`src/rtl/sub_acc_pkg.sv`:
```
// Shared types and helpers for the subtractor-result accumulator.
// The optional saturating build is selected with SUB_ACC_SATURATE_EN
// (see sub_acc_add).
package sub_acc_pkg;

    // Width of one subtractor result (offset-16 encoded).
    localparam int DIFF_W = 5;

    typedef enum logic [1:0] {
        ST_IDLE  = 2'd0,
        ST_ACCUM = 2'd1,
        ST_DONE  = 2'd2
    } state_e;

    // Offset-16 to signed: flipping the MSB turns (A-B)+16 into two's complement.
    function automatic logic signed [DIFF_W-1:0] decode_diff(input logic [DIFF_W-1:0] raw);
        return $signed({~raw[DIFF_W-1], raw[DIFF_W-2:0]});
    endfunction

endpackage

```
`src/rtl/sub_acc_add.sv`:
```
// Combinational ACC_W-bit signed adder with overflow flag.
// With SUB_ACC_SATURATE_EN defined an overflowing result clamps to the
// signed range limits; otherwise it wraps modulo 2^ACC_W.
module sub_acc_add #(
    parameter int ACC_W = 10
) (
    input  logic signed [ACC_W-1:0] a_i,
    input  logic signed [ACC_W-1:0] b_i,
    output logic signed [ACC_W-1:0] sum_o,
    output logic                    ovf_o
);

    localparam logic [ACC_W-1:0] MAX_POS = {1'b0, {(ACC_W-1){1'b1}}};
    localparam logic [ACC_W-1:0] MAX_NEG = {1'b1, {(ACC_W-1){1'b0}}};

    logic [ACC_W-1:0] raw;

    // Raw add; overflow when operands agree in sign but the result does not.
    always_comb begin
        raw   = a_i + b_i;
        ovf_o = (a_i[ACC_W-1] == b_i[ACC_W-1]) && (raw[ACC_W-1] != a_i[ACC_W-1]);
    end

`ifdef SUB_ACC_SATURATE_EN
    // Clamp toward the operands' common sign on overflow.
    always_comb begin
        sum_o = raw;
        if (ovf_o) sum_o = a_i[ACC_W-1] ? MAX_NEG : MAX_POS;
    end
`else
    // Wrapping build: the raw sum is the result.
    always_comb begin
        sum_o = raw;
    end
`endif

endmodule

```
`src/rtl/sub_result_accumulator.sv`:
```
// Accumulates N_SAMPLES signed subtractor differences and presents the sum
// once on an output handshake. Saturating vs. wrapping accumulation is
// chosen by SUB_ACC_SATURATE_EN (undefined: wrap).
module sub_result_accumulator
    import sub_acc_pkg::*;
#(
    parameter int N_SAMPLES = 8,
    parameter int ACC_W     = 10
) (
    input  logic                    clk,
    input  logic                    rst_n,
    input  logic                    start,
    input  logic                    in_valid,
    output logic                    in_ready,
    input  logic [DIFF_W-1:0]       diff_in,
    output logic                    out_valid,
    input  logic                    out_ready,
    output logic signed [ACC_W-1:0] acc_out,
    output logic                    overflow,
    output logic                    busy
);

    localparam int               CNT_W = $clog2(N_SAMPLES + 1);
    localparam logic [CNT_W-1:0] LAST  = CNT_W'(N_SAMPLES - 1);

    state_e                  state_q;
    logic signed [ACC_W-1:0] acc_q;
    logic [CNT_W-1:0]        cnt_q;
    logic                    ovf_q;

    logic signed [DIFF_W-1:0] d_dec;
    logic signed [ACC_W-1:0]  d_ext;
    logic signed [ACC_W-1:0]  sum_d;
    logic                     add_ovf;
    logic                     accept;

    // Decode the incoming difference and sign-extend it to the accumulator width.
    always_comb begin
        d_dec  = decode_diff(diff_in);
        d_ext  = {{(ACC_W-DIFF_W){d_dec[DIFF_W-1]}}, d_dec};
        accept = in_valid && (state_q == ST_ACCUM);
    end

    sub_acc_add #(.ACC_W(ACC_W)) u_add (
        .a_i   (acc_q),
        .b_i   (d_ext),
        .sum_o (sum_d),
        .ovf_o (add_ovf)
    );

    // Run control FSM plus accumulator, sample counter and sticky overflow.
    always_ff @(posedge clk or negedge rst_n) begin
        if (!rst_n) begin
            state_q <= ST_IDLE;
            acc_q   <= '0;
            cnt_q   <= '0;
            ovf_q   <= 1'b0;
        end else begin
            case (state_q)
                ST_IDLE: begin
                    if (start) begin
                        state_q <= ST_ACCUM;
                        acc_q   <= '0;
                        cnt_q   <= '0;
                        ovf_q   <= 1'b0;
                    end
                end
                ST_ACCUM: begin
                    if (accept) begin
                        acc_q <= sum_d;
                        ovf_q <= ovf_q | add_ovf;
                        cnt_q <= cnt_q + CNT_W'(1);
                        if (cnt_q == LAST) state_q <= ST_DONE;
                    end
                end
                ST_DONE: begin
                    if (out_ready) state_q <= ST_IDLE;
                end
                default: state_q <= ST_IDLE;
            endcase
        end
    end

    // Handshake flags come straight from the state register.
    always_comb begin
        in_ready  = (state_q == ST_ACCUM);
        out_valid = (state_q == ST_DONE);
        busy      = (state_q == ST_ACCUM) || (state_q == ST_DONE);
        acc_out   = acc_q;
        overflow  = ovf_q;
    end

endmodule

```
`config.mk`:
```
export PLATFORM = sky130hd
export DESIGN_NAME = sub_result_accumulator
export DESIGN_NICKNAME = d
export VERILOG_FILES = /design/src/rtl/sub_acc_pkg.sv /design/src/rtl/sub_acc_add.sv /design/src/rtl/sub_result_accumulator.sv
export SDC_FILE = /design/constraint.sdc
export NUM_CORES = 1
export LEC_CHECK = 0
export CORE_ASPECT_RATIO = 0.6
export CORE_MARGIN = 4
export CORE_UTILIZATION = 51
export CTS_CLUSTER_DIAMETER = 150
export DETAILED_ROUTE_END_ITERATION = 8
export PLACE_DENSITY = 0.85
export RECOVER_POWER = 50
export SYNTH_ARGS = -nofsm -noshare
export SYNTH_HDL_FRONTEND = slang
export SYNTH_SLANG_ARGS = --single-unit
```
`constraint.sdc`:
```
create_clock -name clk -period 2.6 [get_ports clk]
set_input_delay 0.52 -clock clk [delete_from_list [all_inputs] [get_ports clk]]
set_output_delay 0.52 -clock clk [all_outputs]
set_load 0.05 [all_outputs]
```
==> Word level (Yosys, flattened, before mapping) <==
Cells that the tools add are included.
{ "classes": {"bitwise_logic": 2, "add_sub_neg": 2, "n_eq_ne": 9, "n_reduce_logical": 7, "n_mux": 14} }
{ "ops": {"columns": ["cell", "count"], "rows": [
  ["$mux 10", 2],
  ["$pmux 10 s2", 1],
  ["$add 10x5->10", 1],
  ["$mux 2", 4],
  ["$mux 4", 2],
  ["$pmux 4 s2", 1],
  ["$ne 2x1->1 const B", 3],
  ["$pmux 2 s3", 1],
  ["$add 4x1->4 const B", 1],
  ["$eq 4x3->1 const B", 1],
  ["$reduce_and 4->1", 1],
  ["$reduce_and 3->1", 1],
  ["$eq 2x1->1 const B", 1],
  ["$eq 2x2->1 const B", 1],
  ["$logic_and 1x1->1", 2],
  ["$logic_not 2->1", 1],
  ["$mux 1", 2],
  ["$ne 2x2->1 const B", 1],
  ["$pmux 1 s2", 1],
  ["$reduce_bool 2->1", 1],
  ["$eq 1x1->1", 1],
  ["$logic_or 1x1->1", 1],
  ["$ne 1x1->1", 1],
  ["$not 1->1", 1],
  ["$or 1x1->1", 1]
]} }
{ "totals": {"wordCells": 38, "regBits": 17, "output_inout_bits": 14} }

==> Longest topological paths before layout <==
{ "depth": {"word_depth": 7, "ltp_mapped": 8, "depth_no_buf": 8} }

==> Modules after synthesis <==
From an unflattened synthesis, not the netlist that was laid out.
{ "hier_totals": {"hier_cells": 137, "hier_area_um2": 1242.4} }
{ "by_module_without_submodules": {"columns": ["module", "seq_area_each_um2", "cells_each", "n_inst", "area_per_inst_um2"], "rows": [
  ["sub_result_accumulator", 425.4, 94, 1, 869.6],
  ["sub_acc_add", 0.0, 43, 1, 372.9]
]} }

==> Worst setup path after synthesis <==
No wires, ideal clock.
{ "synth_path": {"path_type": "reg-to-reg", "startpoint": "reg acc_q[0], in the netlist acc_out[0]", "endpoint": "reg acc_q[8], in the netlist acc_out[8]", "stages_incl_launch_ff": 9, "setup_ps": 87, "path_slack_ps": 450, "t_arrival_ps": 2063, "n_path_buf": 0, "path_cell_list": "dfrtp_1 -> ha_1 -> inv_1 -> fa_1 -> nor2b_1 -> o21ai_0 -> a21o_1 -> a211o_1 -> o211ai_1"} }
{ "synth_via": {"elab_chain_cells": 3} }
{ "synth_lines": {"columns": ["element", "line_no", "source"], "rows": [
  ["start: declaration", "sub_result_accumulator.sv:27", "logic signed [ACC_W-1:0] acc_q;"],
  ["start signal: assignment", "sub_result_accumulator.sv:70", "acc_q <= sum_d;"],
  ["$add 10x5->10", "sub_acc_add.sv:20", "raw = a_i + b_i;"],
  ["$mux 10", "sub_result_accumulator.sv:69", "if (accept) begin"],
  ["$pmux 10 s2", "sub_result_accumulator.sv:59", "case (state_q)"]
]} }
Every way passes these cells. The select of a mux whose other input is x is not followed.
A chain may end at the register's enable or synchronous reset.

==> Final worst setup path <==
{ "layout_path": {"startpoint": "reg state_q[1]", "endpoint": "out in_ready"} }
{ "layout_via": {"elab_chain_cells": 1} }
{ "layout_lines": {"columns": ["element", "line_no", "source"], "rows": [
  ["start: declaration", "sub_result_accumulator.sv:26", "state_e state_q;"],
  ["start signal: assignment", "sub_result_accumulator.sv:54", "state_q <= ST_IDLE;"],
  ["start signal: assignment", "sub_result_accumulator.sv:62", "state_q <= ST_ACCUM;"],
  ["start signal: assignment", "sub_result_accumulator.sv:73", "if (cnt_q == LAST) state_q <= ST_DONE;"],
  ["$eq 2x1->1", "sub_result_accumulator.sv:86", "in_ready = (state_q == ST_ACCUM);"],
  ["end: declaration", "sub_result_accumulator.sv:14", "output logic in_ready,"]
]} }
Every way passes these cells.

==> impl_metrics.tcl <==
set metrics [dict create \
    status "finished, final reports clean" \
    grt_max_degree 18 \
    end_kind "output pin" \
    area_growth_pct 27.1 \
    yosysSeqAreaShare_pct 33.5 \
    grt_pass1_wl_um 5750 \
    drv_cap 0 \
    worstHoldPathType "flip-flop to flip-flop" \
    p_leak_nw 0.703 \
    peakVddDrop_mv 0.848 \
    reg2reg_slack_ns 0.36 \
    avgSynthCellArea_um2 9.21 \
    p_per_area_mw_per_mm2 1240 \
    nets 195 \
    wl_per_cell_um 17.0 \
    cts_hold_buf 0 \
    fin_skew_ns 0.00777 \
    grt_pass1_vias 1203 \
    final_cell_mix "22 x clkdlybuf4s50_1, 17 x dfrtp_1, 14 x ha_1" \
    yosysWarnings 0 \
    clock-root-buffer "clkbuf_8" \
    r2r_cells 8 \
    fin_util_pct 71.4 \
    syn-num-nets 163 \
    multi_input_area_um2 772 \
    core_mm2 0.00226 \
    synth_cells 138 \
    seq_area_um2 425 \
    finalWirelength_um 3390 \
    postCtsSetupBuffers 0 \
    port_buffers 23 \
    via_per_inst 5.94 \
    fin_crit_ns 2.48 \
    die_width_um 72.5 \
    drtPass1Iterations 4 \
    diodes 0 \
    post-route-period-util_pct 95.5 \
    synth_area_mm2 0.00127 \
    finalSetupViolCount 0 \
    cts_max_level 1 \
    crit_type "flip-flop to output pin" \
    stdcell_area_mm2 0.00162 \
    timing.rr.end "cnt_q[2]" \
    finalHoldViolCount 0 \
    layout_commonest_cell "clkdlybuf4s50_1" \
    grt_setup_unrepaired "no" \
    start_util_pct 56.2 \
    async_flop_share_pct 100 \
    hpwlAfterDp_um 2620 \
    cts.sinks 17 \
    slew_headroom_pct 43.9 \
    num_vias 1183 \
    cts_buffers 3 \
    fmax_mhz 403 \
    antenna_found_initial 0 \
    place_area_mm2 0.00157 \
    ys_ff_latch 17 \
    clkLatencyLatePin_ns 0.26 \
    cpPeakStageDelay_ns 0.87 \
    synth_cell_types 39 \
    fillers 158 \
    cts_tree "done" \
    synth-edff-count 0 \
    drive_above_1_share_pct 8.28 \
    cts_max_path_buffers 2 \
    crit_path_end "in_ready" \
    startpoint "state_q[1]" \
    slew_violations 0 \
    drt_iter0_markers 98 \
    crit_path_start_kind "flip-flop" \
    ys.flop_type "dfrtp_1" \
    cts-resized-gates 0 \
    crit_fanout 8 \
    tightest_slew_ns 0.842 \
    cp_data_arrival_time_ns 1.96 \
    postRouteAntennaNets 0 \
    clk_pin_slew_ns 0.06 \
    reg2reg_from "state_q[0]" \
    gp_congestion 0.793 \
    rows 13 \
    die_area_mm2 0.00338 \
    track_usage_pct 23.2 \
    path_cells "inv_1, ha_1, clkdlybuf4s50_1" \
    overflow 0 \
    slowest_stage "clkdlybuf4s50_1" \
    cp.required_ns 2.08 \
    finalSetupTns_ns 0 \
    die_h_um 46.7 \
    ioPinCount 24 \
    holdWs_ns 0.515 \
    post-route-drc-count 0 \
]
## registers in the layout (all words and copies together), names as in the netlist
name,flops
acc_out,10
cnt_q,4
overflow,1
state_q,2
## synth_stat cells (3+ instances only)
| master | n | area, um2 |
|---|---|---|
| inv_1 | 13 | 48.8 |
| a21oi_1 | 8 | 40.0 |
| o211ai_1 | 3 | 22.5 |
| dfrtp_1 | 17 | 425 |
| nor2b_1 | 4 | 25.0 |
| nor2_1 | 4 | 15.0 |
| xnor2_1 | 3 | 26.3 |
| nor3_1 | 3 | 15.0 |
| ha_1 | 14 | 175 |
| nand2_1 | 12 | 45.0 |
| nor3b_1 | 3 | 22.5 |
| and3_1 | 3 | 18.8 |
| o21ai_0 | 12 | 60.1 |
| nand3_1 | 6 | 30.0 |
## final cells by class
class / count / area share (%)
multi-input combinational: 104 / 47.8
sequential: 17 / 26.3
timing repair buffer: 31 / 17.7
inverter: 13 / 3.02
clock buffer: 4 / 2.79
tap: 30 / 2.32
## where the power goes
group | leakage (nW) | switching [mW] | internal (mW)
clock network | 0.0228 | 0.0960 | 0.109
registers | 0.228 | 0.0880 | 0.364
logic | 0.452 | 0.857 | 0.489
total | 0.703 | 1.04 | 0.962
## cells by family after synthesis
group	after synthesis	synth area share, %
compound gates	34	19.1
xor+xnor	4	2.76
fa+ha+maj	15	15.4
buf+inv	17	5.81
flops	17	33.5
mux	2	1.57
simple gates	49	21.9
## critical path, delay by kind of cell (launching register included)
family | cells | cell delay (ns)
buffers and inverters | 2 | 0.99
DFF | 1 | 0.39
adders and majority gates | 1 | 0.33
## layer usage
layer  track usage (%)  wire length, um
met5                 0                0
met4              8.09               62
met3              6.54              217
met2              39.8             1570
met1              28.6             1540
## how the worst min path moves through the flow
stage | startpoint | to | cells past startpoint | slack, ns
CTS | acc_out[3] | acc_out[3] | 2 | 0.52
finish | acc_out[3] | acc_out[3] | 2 | 0.52
floorplan | rst_n | acc_out[0] | 0 | 0.22
detailed placement | acc_out[3] | acc_out[3] | 2 | 0.51
global route | acc_out[3] | acc_out[3] | 2 | 0.57
global placement | acc_out[3] | acc_out[3] | 2 | 0.50
## through the flow
stage	power, mW	worst slack [ns]	std cells
2_1_floorplan	1.36	0.450	138
3_3_place_gp	1.74	-0.0394	195
3_5_place_dp	1.79	-0.0981	195
4_1_cts	2.00	0.128	199
5_1_grt	2.13	0.0322	199
6_report	2.00	0.116	199
(Power assumes the default switching activity.)
